--- config.mk ---
export PLATFORM = sky130hd
export DESIGN_NAME = message_sequencer_flat
export DESIGN_NICKNAME = d
export VERILOG_FILES = /design/src/rtl/message_sequencer_if.sv /design/src/rtl/message_sequencer.sv /design/src/flat_wrapper.sv
export SDC_FILE = /design/constraint.sdc
export NUM_CORES = 1
export LEC_CHECK = 0
export CAP_MARGIN = 20
export CORE_MARGIN = 4
export CORE_UTILIZATION = 40
export CTS_BUF_LIST = sky130_fd_sc_hd__clkbuf_8
export DETAILED_ROUTE_END_ITERATION = 10
export HOLD_SLACK_MARGIN = 0.08
export PLACE_DENSITY = 0.64
export SKIP_CTS_REPAIR_TIMING = 1
export SYNTH_ARGS = -nofsm -noshare
export SYNTH_HDL_FRONTEND = slang
export SYNTH_SLANG_ARGS = --single-unit
export TNS_END_PERCENT = 5
--- constraint.sdc ---
create_clock -name clk -period 2.05 [get_ports clk]
set_clock_uncertainty 0.1 [all_clocks]
set_input_delay 0.3075 -clock clk [delete_from_list [all_inputs] [get_ports clk]]
set_output_delay 0.3075 -clock clk [all_outputs]
set_load 0.005 [all_outputs]
--- src/rtl/message_sequencer_if.sv ---
// Handshake bundle between the start requester and the message sequencer.
// The abort strobe only exists when MSG_SEQ_ABORT_EN is defined.
interface message_sequencer_if #(
    parameter int CNT_W = 4
);
    logic             start;
    logic             ld;
    logic             shift;
    logic             busy;
    logic             done;
    logic [CNT_W-1:0] bit_idx;
    logic             tick_co;
`ifdef MSG_SEQ_ABORT_EN
    logic             abort;

    modport master (
        output start, abort,
        input  ld, shift, busy, done, bit_idx, tick_co
    );

    modport slave (
        input  start, abort,
        output ld, shift, busy, done, bit_idx, tick_co
    );
`else
    modport master (
        output start,
        input  ld, shift, busy, done, bit_idx, tick_co
    );

    modport slave (
        input  start,
        output ld, shift, busy, done, bit_idx, tick_co
    );
`endif
endinterface

--- src/rtl/message_sequencer.sv ---
// Control FSM for the message serialiser: loads the shift register on start,
// paces one shift every BIT_TICKS+1 cycles and pulses done when finished.
// Optional abort input is enabled by defining MSG_SEQ_ABORT_EN.
module message_sequencer #(
    parameter int MSG_BITS  = 6,
    parameter int BIT_TICKS = 1000,
    parameter int TICK_W    = 10,
    parameter int CNT_W     = 4
) (
    input logic                 clk,
    input logic                 rst,
    message_sequencer_if.slave  bus
);

    typedef enum logic [2:0] {
        IDLE  = 3'd0,
        LOAD  = 3'd1,
        WAIT  = 3'd2,
        SHIFT = 3'd3,
        DONE  = 3'd4
    } state_t;

    localparam logic [TICK_W-1:0] TICK_LAST = TICK_W'(BIT_TICKS - 1);
    localparam logic [CNT_W-1:0]  MSG_LAST  = CNT_W'(MSG_BITS);
    localparam logic [CNT_W-1:0]  IDX_ONE   = CNT_W'(1);
    localparam logic [TICK_W-1:0] TICK_ONE  = TICK_W'(1);

    state_t            state;
    state_t            state_next;
    logic [TICK_W-1:0] tick;
    logic [TICK_W-1:0] tick_next;
    logic [CNT_W-1:0]  bit_idx;
    logic [CNT_W-1:0]  bit_idx_next;
    logic [CNT_W-1:0]  bit_idx_inc;
    logic              abort_hit;

    assign bit_idx_inc = bit_idx + IDX_ONE;

    // Abort only matters while a message is in flight (LOAD, WAIT, SHIFT).
`ifdef MSG_SEQ_ABORT_EN
    assign abort_hit = bus.abort &&
                       ((state == LOAD) || (state == WAIT) || (state == SHIFT));
`else
    assign abort_hit = 1'b0;
`endif

    // State, prescaler and bit counter registers with asynchronous reset.
    always_ff @(posedge clk or negedge rst) begin
        if (!rst) begin
            state   <= IDLE;
            tick    <= '0;
            bit_idx <= '0;
        end else begin
            state   <= state_next;
            tick    <= tick_next;
            bit_idx <= bit_idx_next;
        end
    end

    // Next-state logic; counters default to zero so every exit path clears them.
    always_comb begin
        state_next   = IDLE;
        tick_next    = '0;
        bit_idx_next = '0;
        case (state)
            IDLE: begin
                if (bus.start) begin
                    state_next = LOAD;
                end
            end
            LOAD: begin
                state_next = WAIT;
            end
            WAIT: begin
                bit_idx_next = bit_idx;
                if (tick == TICK_LAST) begin
                    state_next = SHIFT;
                end else begin
                    state_next = WAIT;
                    tick_next  = tick + TICK_ONE;
                end
            end
            SHIFT: begin
                bit_idx_next = bit_idx_inc;
                if (bit_idx_inc == MSG_LAST) begin
                    state_next = DONE;
                end else begin
                    state_next = WAIT;
                end
            end
            DONE: begin
                state_next = IDLE;
            end
            default: begin
                state_next = IDLE;
            end
        endcase
        if (abort_hit) begin
            state_next   = IDLE;
            tick_next    = '0;
            bit_idx_next = '0;
        end
    end

    // Strobes are decoded purely from registered state so they are glitch-free.
    assign bus.ld      = (state == LOAD);
    assign bus.shift   = (state == SHIFT);
    assign bus.done    = (state == DONE);
    assign bus.busy    = (state == LOAD) || (state == WAIT) || (state == SHIFT);
    assign bus.tick_co = (state == WAIT) && (tick == TICK_LAST);
    assign bus.bit_idx = bit_idx;

endmodule
--- src/flat_wrapper.sv ---
// flat-port wrapper written by rule: the top's interface ports become plain ports
module message_sequencer_flat 
#(
    parameter int MSG_BITS  = 6,
    parameter int BIT_TICKS = 1000,
    parameter int TICK_W    = 10,
    parameter int CNT_W     = 4
)
  (clk, rst, bus_start, bus_ld, bus_shift, bus_busy, bus_done, bus_bit_idx, bus_tick_co);
  message_sequencer_if #(.CNT_W(CNT_W)) bus_i ();
  input logic clk;
  input logic rst;
  input wire logic [$bits(bus_i.start)-1:0] bus_start;
  output wire logic [$bits(bus_i.ld)-1:0] bus_ld;
  output wire logic [$bits(bus_i.shift)-1:0] bus_shift;
  output wire logic [$bits(bus_i.busy)-1:0] bus_busy;
  output wire logic [$bits(bus_i.done)-1:0] bus_done;
  output wire logic [$bits(bus_i.bit_idx)-1:0] bus_bit_idx;
  output wire logic [$bits(bus_i.tick_co)-1:0] bus_tick_co;
  assign bus_i.start = bus_start;
  assign bus_ld = bus_i.ld;
  assign bus_shift = bus_i.shift;
  assign bus_busy = bus_i.busy;
  assign bus_done = bus_i.done;
  assign bus_bit_idx = bus_i.bit_idx;
  assign bus_tick_co = bus_i.tick_co;
  message_sequencer #(.MSG_BITS(MSG_BITS), .BIT_TICKS(BIT_TICKS), .TICK_W(TICK_W), .CNT_W(CNT_W)) u_core (.clk(clk), .rst(rst), .bus(bus_i));
endmodule
==> out/qor.yml, run 1 <==
outcome:
  outcome: "completed"
logic_synthesis:
  yosysWarnings: 0
  synth_nets: 98
  yosysSeqAreaShare: 0.480
  ys_types: 29
  synth_cells: 92
  synth_area_sq_um: 887
  synth.ff_latch_count: 17
  postSynthAreaPerCell_sq_um: 9.64
clock_tree:
  cts_tree: "yes"
  path_clk_slew_ns: 0.06
  cts_buffers: 3
  clock_sinks: 17
  clock_latency_ns: 0.25
  htree_levels: 1
  clockBufferDepth: 2
  root_buffer: "clkbuf_8"
detailed_routing:
  via_per_inst: 4.95
  wl_um: 1650
  routedWlPerCell_um: 11.8
  drc: 0
  drt.antenna.violating_nets: 0
  dr.pass1.iters: 4
  vias: 688
  drt_iter0_drc: 4
setup_path:
  crit_arrival_ns: 1.50
  critPathMaxStageDelay_ns: 0.53
  critPathCaptureType: "primary output"
  worstSetupPathType: "flop to primary output"
  cp.required_ns: 1.64
  critPathSlowestCell: "clkdlybuf4s50_1"
  path_cells: "inv_1 -> nor3_1 -> clkdlybuf4s50_1"
  start_kind: "flop"
  r2r_slack_ns: 0.50
  critPathMaxFanout: 9
power:
  irDropWorstVdd_uv: 391
  total_power_mw: 0.582
  p_leak_nw: 0.527
  power.density_mw_per_mm2: 515
floorplanning:
  dieArea_sq_mm: 0.00304
  io_pins: 12
  dieHeight_um: 55.1
  die_w_um: 55.1
  coreArea_sq_mm: 0.00204
  initial_core_util: 0.434
  core.rowCount: 16
layout:
  final_layout_size_suffix_gt1_frac: 0.134
  antenna_cells: 0
  areaGrowthSynthToFinish_pct: 27.5
  fin_util: 0.554
  fin_area_sq_mm: 0.00113
  layout.nets: 119
  fin_cells: 139
sta:
  tightest_slew_ns: 0.253
  maxSlewHeadroom: 0.829
  holdWs_ns: 0.279
  finalCriticalPeriod_ns: 1.90
  clock.fmax_mhz: 525
  finalCritPeriodShare: 0.929
  rsz0062_at_grt: "false"
  timing.final.max_slew_violations: 0
  layout_setup_ws_ns: 0.145
  setup_viol: 0
  hold_violations: 0
  tns_ns: 0
place:
  gp_congestion: 0.730
  portBuffers: 11
  dpl_worst_slack_ns: 0.0845
  place_hpwl_um: 1260
  placed_cells: 134
  dpl-instance-area_sq_mm: 0.00107
grt:
  grt_max_degree: 18
  grt.overflow.total: 0
  grt_pass1_wl_um: 2770
  grt_pass1_vias: 657
  antenna_found_initial: 0
  grt_usage: 0.130
min_path:
  hp-class: "input port to async pin"
flow_run:
  max-cap-violations: 0
cell usage in the layout, fill, tap and decap left out, types with 2 or more instances in the layout:
cell type / netlist / routed
nand3_1: 6 / 5
dfrtp_1: 17 / 16
buf_4: 0 / 7
clkdlybuf4s50_1: 0 / 9
or3_1: 2 / 2
xor2_1: 3 / 3
a31oi_1: 2 / 2
nand4_1: 3 / 3
xnor2_1: 5 / 5
ha_1: 3 / 3
nand2b_1: 3 / 3
nand2_1: 5 / 5
nor3_1: 3 / 3
inv_1: 4 / 5
nor2_1: 16 / 16
dlymetal6s2s_1: 0 / 2
a21oi_1: 3 / 3
clkbuf_8: 0 / 3
o21ai_1: 3 / 3
registers in the layout, indices dropped and copies added, names as in the netlist:
name and cells:
u_core.bus.bit_idx 4, u_core.state 3, u_core.tick 10
area by class of cell:
class,count,area [sq um]
multi-input cells,69,443
clock buffers,3,41.3
inverters,4,15.0
repair buffers,18,168
flip-flops and latches,17,427
fillers,194,911
clock inverters,1,3.75
well taps,27,33.8
cells by family after synthesis:
family / after synthesis / share of synthesized area
simple gates: 47 / 0.299
flops: 17 / 0.480
fa+ha+maj: 3 / 0.0423
compound gates: 11 / 0.0733
buf+inv: 6 / 0.0268
xor+xnor: 8 / 0.0790
critical path: cells and delay by family (launching register included):
family                 cells  cell delay [ns]
DFF                        1             0.46
buffers and inverters      2             0.64
and+or+nand+nor            1             0.16
final timing paths:
kind	startpoint	endpoint	depth (start not counted)
max	u_core.state[0]$_DFF_PN0_	bus_ld	3
min in group clk	u_core.tick[0]$_DFF_PN0_	u_core.tick[0]$_DFF_PN0_	2
min reg2reg	u_core.tick[0]$_DFF_PN0_	u_core.tick[0]$_DFF_PN0_	2
max reg2reg	u_core.bus.bit_idx[0]$_DFFE_PN0N_	u_core.state[1]$_DFF_PN0_	4
min	rst	u_core.tick[9]$_DFF_PN0_	2
max in group asynchronous	rst	u_core.state[0]$_DFF_PN0_	2
metal layers:
metal  global-route usage  vias up  wire [um]
li1                     -      359          -
met1                0.169      317        835
met2                0.201        8        734
met3               0.0402        4         54
met4               0.0486        0         20
met5                    0        -          0
cell usage after synthesis:
cell type | count | area [sq um]
clkbuf_1 | 1 | 3.75
ha_1 | 3 | 37.5
and3b_1 | 1 | 8.76
xor2_1 | 3 | 26.3
nor2_1 | 16 | 60.1
a21oi_1 | 3 | 15.0
inv_1 | 4 | 15.0
o21a_1 | 1 | 7.51
a21boi_0 | 1 | 7.51
nand4_1 | 3 | 18.8
a31oi_1 | 2 | 12.5
or3_1 | 2 | 12.5
nand2b_1 | 3 | 18.8
nand3_4 | 1 | 17.5
and4_1 | 1 | 8.76
dfrtp_1 | 17 | 425
buf_2 | 1 | 5.00
a211oi_1 | 1 | 7.51
and2_1 | 1 | 6.26
nor4b_1 | 1 | 8.76
or4b_1 | 1 | 10.0
xnor2_1 | 5 | 43.8
nand2_1 | 5 | 18.8
nor3_1 | 3 | 15.0
and4bb_1 | 1 | 12.5
nor3b_1 | 1 | 7.51
nand3_1 | 6 | 30.0
o21ai_1 | 3 | 15.0
and3_4 | 1 | 11.3
report_power, final:
| part | switching [mW] | total (mW) | leakage, nW | internal (mW) |
|---|---|---|---|---|
| Clock | 0.103 | 0.235 | 0.0269 | 0.132 |
| Sequential | 0 | 0.336 | 0.221 | 0.336 |
| Combinational | 0.00665 | 0.0114 | 0.279 | 0.00473 |
Power figures use the tool's default switching activity.
==> inputs of run 2 (changes only) <==
- SLEW_MARGIN: default -> 20
==> results of run 2 <==
Final layout, timing and power as in run 1 (identical DEF).
==> inputs of run 3 (changes only) <==
- clock period: 2.05 -> 2.25 ns (I/O delays scaled with it)
==> run 3 against run 2 <==
Net effect: flip-flop and latch count stayed put; via count is 0.87% lower; combinational power is 9% lower; routed wire length is 6.5% higher; critical path depth stayed put; count of clock-buffer cells in the layout stayed put; register-to-register slack better by 0.18 ns; largest cell class unchanged.
==> out/qor.yml, run 3 (synthesis gave the netlist of run 1 again) <==
detailed_routing:
  drt.antenna.violating_nets: 0  # unchanged
  vias: 682  # -0.87%
  wl_met1_um: 872  # +4.4%
  wl_met2_um: 782  # +6.5%
  drc: 0  # unchanged
  met3_length_um: 76  # +41%
  routed.top_layer: "met4"
  dr.pass1.iters: 4  # unchanged
  routedWlPerCell_um: 12.8  # +8.1%
  wl_um: 1750  # +6.5%
  drt_iter0_drc: 8  # +4
  via_per_inst: 4.98  # +0.58%
sta:
  holdWs_ns: 0.317  # +0.0377 ns
  finalCriticalPeriod_ns: 2.01
  maxSlewHeadroom: 0.804  # -0.0252
  setup_viol: 0  # unchanged
  finalCritPeriodShare: 0.893
  hold_violations: 0  # unchanged
  layout_setup_ws_ns: 0.240  # +0.0947 ns
  clock.fmax_mhz: 497
  rsz0062_at_grt: "false"
  tightest_slew_ns: 0.295  # +0.0414 ns
  timing.final.max_slew_violations: 0  # unchanged
outcome:
  outcome: "completed"
setup_path:
  critPathMaxStageDelay_ns: 0.52  # about the same
  worstSetupPathType: "flop to primary output"
  reg2reg_to: "u_core.tick[6]$_DFF_PN0_"
  cp.required_ns: 1.81  # +0.17 ns
  r2r_slack_ns: 0.68  # +0.18 ns
  path_cells: "inv_1 -> nor3_1 -> clkdlybuf4s50_1"
  crit_end: "bus_ld"
  start_kind: "flop"
  crit_arrival_ns: 1.57  # +0.07 ns
  rr_startpoint: "u_core.state[2]$_DFF_PN0_"
  critPathMaxFanout: 9  # unchanged
  critPathCaptureType: "primary output"
  startpoint: "u_core.state[0]$_DFF_PN0_"
  critPathSlowestCell: "clkdlybuf4s50_1"
  reg2reg_depth: 5  # +1
clock_tree:
  cts_buffers: 3  # unchanged
  cts_tree: "yes"
  htree_levels: 1  # unchanged
  clock_sinks: 17  # unchanged
  clock_latency_ns: 0.25  # about the same
  path_clk_slew_ns: 0.06  # about the same
  root_buffer: "clkbuf_8"
  clockBufferDepth: 2  # unchanged
layout:
  reg_top3: "u_core.tick x10, u_core.bus.bit_idx x4, u_core.state x3"
  largest_register: "u_core.tick"
  fin_cells: 137  # -1.4%
  areaGrowthSynthToFinish_pct: 26.4
  final_layout_size_suffix_gt1_frac: 0.118  # -0.0157
  mostFrequentLayoutCells: "nor2_1, dfrtp_1, clkdlybuf4s50_1, nand3_1"
  layout.nets: 117  # -1.7%
  antenna_cells: 0  # unchanged
  largest_register_ffs: 10  # unchanged
floorplanning:
  dieArea_sq_mm: 0.00304  # unchanged
  io_pins: 12  # unchanged
  dieHeight_um: 55.1  # unchanged
  initial_core_util: 0.434  # unchanged
  die_w_um: 55.1  # unchanged
  core.rowCount: 16  # unchanged
  coreArea_sq_mm: 0.00204  # unchanged
grt:
  grt_usage: 0.132  # +0.00263
  grt.overflow.total: 0  # unchanged
  antenna_found_initial: 0  # unchanged
  grt_pass1_vias: 617  # -6.1%
  grt_pass1_wl_um: 2770  # unchanged
  grt_max_degree: 18  # unchanged
place:
  place_hpwl_um: 1220  # -3.3%
  dpl_worst_slack_ns: 0.173  # +0.0885 ns
  gp_congestion: 0.765  # +4.7%
  portBuffers: 11  # unchanged
  placed_cells: 130  # -3.0%
min_path:
  hp-class: "input port to async pin"
power:
  p_leak_nw: 0.495  # -6.0%
  p_int_mw: 0.431  # -8.8%
  seqPwrFrac: 0.570  # -0.007
  p_comb_frac: 0.019  # about the same
  irDropWorstVdd_uv: 430  # +9.9%
  switchingPower_mw: 0.105  # -4.1%
  power.density_mw_per_mm2: 478  # -7.1%
  swShare: 0.196  # +0.00794
  clkPwrFrac: 0.410  # +0.006
flow_run:
  max-cap-violations: 0  # unchanged
==> run 3: cell count changes in the layout (fill, tap and decap cells not counted) <==
cell             delta
nand3_2             -1
nand3_1             +1
ha_1                -1
buf_4               -2
ha_4                +1
dlymetal6s2s_1      -1
clkdlybuf4s50_1     +1
==> run 3: metrics by stage <==
| stage | total power [mW] | instance area [sq um] | setup TNS, ns | util |
|---|---|---|---|---|
| floorplan | 0.312 | 887 | 0 | - |
| global placement | 0.322 | 1040 | 0 | 0.508 |
| detailed placement | 0.322 | 1040 | 0 | 0.508 |
| CTS | 0.544 | 1080 | -0.106 | 0.530 |
| global route | 0.555 | 1120 | 0 | 0.549 |
| finish | 0.536 | 1120 | 0 | 0.549 |
==> run 3: area by class of cell <==
class | instances | area, sq um
clock buffers | 3 | 41.3
flip-flops and latches | 17 | 427
clock inverters | 1 | 3.75
fillers | 191 | 921
repair buffers | 16 | 150
inverters | 4 | 15.0
well taps | 27 | 33.8
multi-input cells | 69 | 450
==> run 3: routing by layer <==
layer / global-route usage / vias to the layer above
met4: 0.0567 / 0
met1: 0.170 / 315
met3: 0.0483 / 4
met5: 0 / -
li1: - / 355
met2: 0.199 / 8
==> run 3: worst min path at each step <==
| stage | startpoint | end | slack (ns) |
|---|---|---|---|
| global placement | u_core.tick[0]$_DFF_PN0_ | u_core.tick[0]$_DFF_PN0_ | 0.35 |
| finish | rst | u_core.state[1]$_DFF_PN0_ | 0.32 |
| floorplan | rst | u_core.bus.bit_idx[0]$_DFFE_PN0N_ | -0.06 |
| detailed placement | u_core.tick[0]$_DFF_PN0_ | u_core.tick[0]$_DFF_PN0_ | 0.36 |
| CTS | rst | u_core.state[1]$_DFF_PN0_ | 0.32 |
| global route | rst | u_core.state[1]$_DFF_PN0_ | 0.32 |
==> run 3: power by group through the flow <==
stage                     sequential (mW)  clock [mW]  combinational, mW
after floorplan                     0.311           0           0.000172
after global placement              0.311           0             0.0110
after detailed placement            0.311           0             0.0109
after CTS                           0.306       0.228             0.0110
after global routing                0.305       0.237             0.0119
final                               0.306       0.220             0.0104
==> run 3: critical path: cells and delay by family, from the launching register on <==
kind | cells | cell delay, ns
buffers and inverters | 2 | 0.66
flip-flops | 1 | 0.51
AND/OR/NAND/NOR | 1 | 0.15
